File: src/rtl/mux3_pkg.sv
// Shared select encodings and types for the three-input datapath selector.
package mux3_pkg;

  typedef logic [1:0] sel_t;

  localparam sel_t SEL_D0   = 2'b00;
  localparam sel_t SEL_D1   = 2'b01;
  localparam sel_t SEL_D2   = 2'b10;
  localparam sel_t SEL_RSVD = 2'b11;

endpackage : mux3_pkg

File: src/rtl/flopenr_sync.sv
// Enabled register with synchronous active-high reset; reset wins over enable.
module flopenr_sync #(
  parameter int WIDTH = 8
) (
  input  logic             clk,
  input  logic             reset,
  input  logic             en,
  input  logic [WIDTH-1:0] d,
  output logic [WIDTH-1:0] q
);

  logic [WIDTH-1:0] data_d;
  logic [WIDTH-1:0] data_q;

  always_comb begin
    // NOTE: the hold value is assigned first so every path writes data_d; no latch is inferred.
    data_d = data_q;
    if (en) begin
      data_d = d;
    end
  end

  always_ff @(posedge clk) begin
    // NOTE: non-blocking assignment so all flops sample pre-edge values in the same step.
    if (reset) begin
      data_q <= '0;
    end else begin
      data_q <= data_d;
    end
  end

  assign q = data_q;

endmodule : flopenr_sync

File: src/rtl/mux3_sel.sv
// Three-input WIDTH-bit selector: combinational y plus registered y_q and illegal-select flag.
module mux3_sel
  import mux3_pkg::*;
#(
  parameter int WIDTH = 8
) (
  input  logic             clk,
  input  logic             reset,
  input  logic [WIDTH-1:0] d0,
  input  logic [WIDTH-1:0] d1,
  input  logic [WIDTH-1:0] d2,
  input  sel_t             s,
  input  logic             en,
  output logic [WIDTH-1:0] y,
  output logic [WIDTH-1:0] y_q,
  output logic             sel_err
);

  logic [WIDTH-1:0] y_d;
  logic             sel_err_d;

  // s[1] has priority, so the reserved code aliases d2; an unknown select drives X.
  always_comb begin
    y_d = 'x;
    unique case (s)
      SEL_D0:   y_d = d0;
      SEL_D1:   y_d = d1;
      SEL_D2:   y_d = d2;
      SEL_RSVD: y_d = d2;
      default:  y_d = 'x;
    endcase
    sel_err_d = (s == SEL_RSVD);
  end

  assign y = y_d;

  flopenr_sync #(.WIDTH(WIDTH)) u_y_reg (
    .clk   (clk),
    .reset (reset),
    .en    (en),
    .d     (y_d),
    .q     (y_q)
  );

  flopenr_sync #(.WIDTH(1)) u_sel_err_reg (
    .clk   (clk),
    .reset (reset),
    .en    (en),
    .d     (sel_err_d),
    .q     (sel_err)
  );

endmodule : mux3_sel

File: config.mk
export PLATFORM = sky130hd
export DESIGN_NAME = mux3_sel
export DESIGN_NICKNAME = d
export VERILOG_FILES = /design/src/rtl/mux3_pkg.sv /design/src/rtl/flopenr_sync.sv /design/src/rtl/mux3_sel.sv
export SDC_FILE = /design/constraint.sdc
export NUM_CORES = 1
export LEC_CHECK = 0
export CAP_MARGIN = 40
export CORE_MARGIN = 2
export CORE_UTILIZATION = 36
export CTS_BUF_LIST = sky130_fd_sc_hd__clkbuf_4 sky130_fd_sc_hd__clkbuf_8
export DETAILED_ROUTE_END_ITERATION = 12
export PLACE_DENSITY = 0.87
export SLEW_MARGIN = 20
export SYNTH_ARGS = -nofsm -noshare
export SYNTH_HDL_FRONTEND = slang
export SYNTH_SLANG_ARGS = --single-unit
File: constraint.sdc
create_clock -name clk -period 1.6 [get_ports clk]
set_input_delay 0.48 -clock clk [delete_from_list [all_inputs] [get_ports clk]]
set_output_delay 0.48 -clock clk [all_outputs]
set_load 0.05 [all_outputs]
==> results by group, run 1 <==
Logic synthesis
  – Synthesized area: 681.9 um2
  – FF+latch count, synth: 9
  – Sequential share of the synthesized area: 0.2642
  – Mean post-synth cell area: roughly 10 um2
  – Synthesized Nets: 97
  – Mapped Cells: just under 70
  – Yosys cell types: 12
  – Yosys warns: 0

Die
  – Chip height: around 48 um
  – Row count: 15
  – Die width: approximately 48 um
  – Initial Util: 0.3907
  – I/O Pins: 46

Clock network
  – Clock Root Buffer: clkbuf_4
  – Post-CTS Setup Bufs: 3
  – Post-CTS Hold Buffers: 0
  – Clock Sinks: 9
  – Clock buffer count from CTS: 3
  – H-tree depth: 1
  – CTS max path bufs: 2
  – Resized Gates After CTS: 50

Run status
  – Failed at: 4_1_cts
  – Status: aborted with a tool error
  – First Err: [ERROR DPL-0038] Utilization greater than 100%, impossible to legalize

Placement
  – Gpl congestion: approximately 0.73
  – I/O Buffers: 45
  – Dpl hpwl: between 2 and 2.5 mm
==> stage by stage <==
| step | setup TNS [ns] | worst slack [ns] | instance area (um2) | instances |
|---|---|---|---|---|
| detailed placement | -8.660 | -0.6940 | 1604 | 153 |
| floorplan | -0.5932 | -0.07415 | 845.8 | 68 |
| global placement | -7.194 | -0.5845 | 1604 | 153 |
==> cells by family after synthesis <==
group,Yosys count,share of synthesized area
compound gates,9,0.1835
buf+inv,15,0.1119
flops,9,0.2642
mux,16,0.2349
simple gates,19,0.2055
==> Yosys cell counts, drive strengths merged <==
master	count	share of area
clkbuf	1	0.0055
nand2b	9	0.083
buf	6	0.062
a21oi	1	0.0073
mux2i	16	0.23
nand4b	8	0.10
nand3	1	0.0073
o221ai	8	0.18
dfxtp	9	0.26
or3b	1	0.013
inv	8	0.044
==> run 2: changes to the inputs <==
- CORE_AREA: default -> 2 2 63 65
- CORE_MARGIN: 2 -> default
- CORE_UTILIZATION: 36 -> default
- CTS_BUF_LIST: sky130_fd_sc_hd__clkbuf_4 sky130_fd_sc_hd__clkbuf_8 -> default
- DIE_AREA: default -> 0 0 65 67
- PLACE_DENSITY: 0.87 -> default
- PLACE_DENSITY_LB_ADDON: default -> 0.15
==> results by group, run 2 <==
Run status
  – Status: finished with violations
  – Failing checks: negative setup slack

Route
  – DR vias/cell: between 4 and 5
  – First drt pass iteration count: 2
  – DR vias: between 700 and 800
  – Routed length per instance: between 10 and 15 um
  – Post-route ant nets: 0
  – # DRC: 0
  – 1st-iter DRT viols: 13
  – Drt total wl: between 2 and 2.5 mm

Die
  – Core Region: 3606 um2
  – Die area: roughly 4400 um2
  – Die width: 65 um
  – I/O Pins: 46
  – Initial Util: 0.1891
  – Chip height: around 67 um
  – Row count: 22

Logic synthesis
  – Mapped Cells: 68
  – Synthesized area: 681.9 um2
  – Most common cell in the synthesized netlist: mux2i_1
  – Asr flop ratio synth: 0
  – Area leader, netlist: dfxtp_1
  – Post-synthesis xor/xnor area fraction: 0
  – Post-synthesis adder-cell area fraction: 0
  – Post-synth top cells: 16 x mux2i_1, 9 x dfxtp_1, 9 x nand2b_1
  – Yosys cell types: 12
  – Mean post-synth cell area: between 10 and 15 um2
  – Synthesized Nets: 97
  – Synth Area in Simple Gates: 0.2055
  – Synth area leaders: dfxtp_1 26%, mux2i_1 23%, o221ai_2 18%
  – Yosys warns: 0
  – Largest family of logic cells by synthesized area: multiplexers
  – Synth top area share: 0.2642
  – FF+latch count, synth: 9
  – Compound-Gate Fraction of Synth Area: 0.1835
  – Mux cell area share after synthesis: 0.2349
  – Sequential share of the synthesized area: 0.2642
  – Ys flop type: dfxtp_1
  – Number of synthesized flops with an enable pin: 0

Layout
  – Commonest cells after routing, fill and taps aside: 24 x dlygate4sd2_1, 21 x buf_4, 19 x buf_12
  – Commonest non-fill, non-tap cell in the layout: dlygate4sd2_1
  – Synth-to-layout area growth: 163.1%
  – Non-filler instance count after layout: approximately 180
  – Ant. Diodes: 0
  – Final Instance Area: about 1800 um2
  – Nets@finish: between 150 and 200
  – Largest register FFs: 8
  – Share of cells above drive strength 1: 0.5926

Timing
  – Worst Max-Slew Pin Slew: approximately 0.18 ns
  – Worst Clk Skew: 0 ns
  – Max Freq: approximately 570 MHz
  – RSZ-0062 raised after global routing: true
  – Hold WS: between 0.5 and 0.6 ns
  – Final min period: approximately 1.7 ns
  – Max_slew headroom: 0.8784
  – Final Hold Fails: 0
  – Final period util: 1.091
  – Final setup violation count: 8
  – Fin. max-slew vios: 0
  – Final WS setup: -0.1455 ns

Critical path
  – Buffers plus inverters on the worst setup path: 3
  – CP Class: input port to output pin
  – CP cell instances: buf_8 > buf_12 > mux2i_4 > mux2i_4 > buf_12
  – Slowest cell on the critical path: mux2i_4
  – CP Data Required Time: ~1.1 ns
  – FF-to-FF path depth: 2
  – Max stage delay on crit path: about 0.19 ns
  – CP endpoint kind: output pin
  – Startpoint Class: input port
  – Top Family by Delay on Critical Path: buffers and inverters
  – CP Max Fanout: 5
  – Worst reg-to-reg setup slack: approximately 0.90 ns
  – Crit Reg-Reg Endpoint: u_y_reg.q[5]
  – R2r startpoint: u_y_reg.q[5]
  – Worst EP arrival: 1.27 ns

Power and ir drop
  – Net Sw Frac: 0.3483
  – Maximum VDD drop: around 0.00024 V
  – Pleak: just over 0.7 nW
  – Clock Power Share: 0.246
  – Psw: 390.4 uW
  – Logic pwr share: 0.524
  – Pwr Density: 624.8 nW/um2
  – Sequential Power Share: 0.230
  – Internal power: approximately 730 uW

Clock network
  – Reg clk slew, reported paths: roughly 0.05 ns
  – Post-CTS Hold Buffers: 0
  – CTS tree: done
  – Clock Root Buffer: clkbuf_8
  – Clock Sinks: 9
  – H-tree depth: 1
  – Clock buffer count from CTS: 3
  – Clock latency on the worst-skew pair: 0.24 ns
  – CTS max path bufs: 2

Worst hold path
  – Worst Hold Class: flop to flop
  – Hold Crit Endpoint: u_sel_err_reg.q
  – Hold path start: u_sel_err_reg.q
  – Hold Crit Depth: 2

Global routing
  – Vias in the first global route: around 780
  – Initial antenna violation count: 0
  – Global-route wire length before repair: a little under 4 mm
  – Total track usage: 0.1216
  – Gr ovfl total: 0
  – Pin count of the biggest net entering global routing: 19

Placement
  – Placed instance count: 173
  – Dpl hpwl: 1.662 mm
  – Placed cell areas: between 1500 and 2000 um2
  – Worst slack, placed: -0.6195 ns
  – Gpl congestion: about 0.6
  – I/O Buffers: 45

Run
  – Maxcap violations: 0
## run 2: cell counts after synthesis
No cell type changed its count.
## run 2: worst max path at each step
stage               start    to  cells after the start
global route         s[0]  y[3]                      5
CTS                  s[0]  y[5]                      5
global placement     s[0]  y[1]                      5
floorplan            s[1]  y[0]                      3
finish               s[0]  y[5]                      5
detailed placement   s[0]  y[5]                      5
## run 2: layer usage
metal | share of wire | vias to the layer above | GRT usage | wire, um
met3 | 0.066 | 5 | 0.02534 | 156
met1 | 0.42 | 362 | 0.1531 | 995
met5 | 0 | - | 0 | 0
li1 | - | 388 | - | -
met4 | 0.021 | 0 | 0.06383 | 50
met2 | 0.49 | 30 | 0.1946 | 1156
## run 2: cell families (layout without fill, tap and decap cells)
family                 Yosys count  count (layout)
and+or+nand+nor                 19              19
muxes                           16              16
buffers and inverters           15              82
AOI/OAI and AO/OA                9               9
DFF                              9               9
## run 2: layout make-up
class / count / area, um2
well taps: 48 / 60.06
flip-flops and latches: 9 / 180.2
clock buffers: 3 / 41.29
repair buffers: 70 / 849.6
inverters: 8 / 30.03
fillers: 341 / 1812
multi-input cells: 44 / 628.1
clock inverters: 1 / 5.005
## run 2: tightest hold or removal path, cell delays in order (launching register included)
cell and delay (ns):
dfxtp_1 0.33, nand2b_1 0.08, a21oi_1 0.05
## run 2: power groups by stage
stage	Combinational, mW	Clock, mW	Sequential (mW)
final	0.587	0.276	0.258
after global routing	0.614	0.297	0.260
after CTS	0.587	0.283	0.259
after detailed placement	0.560	0	0.263
after global placement	0.555	0	0.263
after floorplan	0.228	0	0.308
## run 2: metrics by stage
step | power [mW] | utilization | TNS [ns]
3_3_place_gp | 0.8179 | 0.4500 | -7.179
6_report | 1.121 | 0.4976 | -1.053
4_1_cts | 1.129 | 0.4917 | -1.087
2_1_floorplan | 0.5361 | - | -0.5932
5_1_grt | 1.171 | 0.4976 | -1.200
3_5_place_dp | 0.8228 | 0.4500 | -7.445
## run 2: repair_timing
item,CTS,global route
buffers inserted,2,2
gates cloned,2,0
gates resized for setup,53,2
endpoints found under the setup margin,16,16
pin swaps,0,2
Power figures use the tool's default switching activity.
==> run 3: changes to the inputs <==
- CTS_CLUSTER_DIAMETER: default -> 150
- PLACE_DENSITY: default -> 0.5
- PLACE_DENSITY_LB_ADDON: 0.15 -> default
==> results by group, run 3 (synthesized netlist as in run 2, its figures left out) <==
Layout
  – Non-filler instance count after layout: 184
  – Commonest non-fill, non-tap cell in the layout: dlygate4sd2_1
  – Commonest cells after routing, fill and taps aside: 24 x dlygate4sd2_1, 22 x buf_4, 19 x buf_12
  – Fill cells: 341
  – Share of cells above drive strength 1: 0.5735
  – Ant. Diodes: 0
  – Largest register FFs: 8
  – Nets@finish: around 170
  – Final core occ: 0.4948
  – Synth-to-layout area growth: 161.7%

Timing
  – Max_slew headroom: 0.8767
  – RSZ-0062 raised after global routing: true
  – Final period util: 1.082
  – Worst Clk Skew: 0 ns
  – Final setup violation count: 8
  – Final min period: 1.732 ns
  – Setup TNS: -0.9713 ns
  – Final Hold Fails: 0
  – Fin. max-slew vios: 0
  – Worst Max-Slew Pin Slew: about 0.18 ns
  – Final WS setup: -0.1317 ns
  – Max Freq: around 580 MHz

Die
  – Core Region: approximately 3600 um2
  – Chip height: around 67 um
  – Die width: ~65 um
  – I/O Pins: 46
  – Row count: 22
  – Die area: approximately 4400 um2
  – Initial Util: 0.1891

Route
  – 1st-iter DRT viols: 30
  – Routed length per instance: between 10 and 15 um
  – First drt pass iteration count: 4
  – Post-route ant nets: 0
  – DR vias: roughly 780
  – Drt total wl: roughly 2.5 mm
  – Routed met3 length: around 170 um
  – DR vias/cell: approximately 4.3
  – Met1 WL: approximately 1.2 mm
  – Top sig layer: met4
  – # DRC: 0
  – Metal2 WL: about 1.2 mm

Run status
  – Status: finished with violations
  – Failing checks: negative setup slack

Global routing
  – Initial antenna violation count: 0
  – Pin count of the biggest net entering global routing: 19
  – Gr ovfl total: 0
  – Vias in the first global route: slightly below 800
  – Global-route wire length before repair: approximately 4.2 mm
  – Total track usage: 0.1284

Run
  – Maxcap violations: 0

Power and ir drop
  – Total power draw: approximately 1.1 mW
  – Pleak: a little over 0.7 nW
  – Pwr Density: ~630 nW/um2
  – Maximum VDD drop: approximately 0.00034 V

Critical path
  – CP endpoint kind: output pin
  – Worst EP arrival: about 1.3 ns
  – CP Max Fanout: 5
  – CP Data Required Time: around 1.1 ns
  – Startpoint Class: input port
  – CP Class: input port to output pin

Clock network
  – Post-CTS Hold Buffers: 0
  – H-tree depth: 1
  – CTS tree: done
  – Clock Root Buffer: clkbuf_8
  – Clock buffer count from CTS: 3
  – Reg clk slew, reported paths: about 0.050 ns
  – Clock latency on the worst-skew pair: approximately 0.23 ns
  – CTS max path bufs: 2
  – Clock Sinks: 9

Placement
  – Gpl congestion: just over 0.7
  – Dpl hpwl: around 1.9 mm
  – Placed instance count: 178
  – I/O Buffers: between 40 and 50

Worst hold path
  – Worst Hold Class: flop to flop
==> run 3: cell type report <==
type	count	area (um2)	area share
timing repair buffer	71	843.3	0.4727
multi-input combinational	44	625.6	0.3506
sequential	9	180.2	0.1010
tap	48	60.06	0.03366
clock buffer	4	45.04	0.02525
inverter	8	30.03	0.01683
==> run 3: path summary, 6_finish.rpt <==
check	cells past startpoint	end	slack, ns	start
max	5	y[5]	-0.13	s[0]
min	2	u_sel_err_reg.q	0.52	u_sel_err_reg.q
max reg2reg	2	u_y_reg.q[2]	0.90	u_y_reg.q[2]
min reg2reg	2	u_sel_err_reg.q	0.52	u_sel_err_reg.q
==> run 3: where the power goes <==
part	internal [mW]	switching, mW	leakage (nW)
Clock	0.175	0.101	0.0228
Combinational	0.318	0.269	0.621
Sequential	0.241	0.0175	0.0741
==> run 3: routing by layer <==
metal  vias up  global-route usage
met1       363              0.1723
met5         -                   0
met3         2             0.02872
met4         0             0.03989
li1        389                   -
met2        30              0.2036
==> run 3: what timing repair did <==
item                                    in CTS  in global routing
cloned                                       1                  0
endpoints found under the hold margin        0                  0
buffers inserted                             1                  0
endpoints found under the setup margin      16                  8
gates resized for setup                     53                  0
==> run 3: critical path: stages <==
cell     delay [ns]
buf_8          0.10
buf_12         0.14
mux2i_4        0.19
mux2i_4        0.18
buf_12         0.16
==> run 3: per-stage QoR <==
step                      hold slack, ns  setup WS (ns)  instance area, um2
after detailed placement          0.5139        -0.6267                1648
after floorplan                   0.6632       -0.07415               845.8
after CTS                         0.5222        -0.1382                1784
after global placement            0.5012        -0.5934                1648
final                             0.5161        -0.1317                1784
after global routing              0.5337        -0.1592                1784
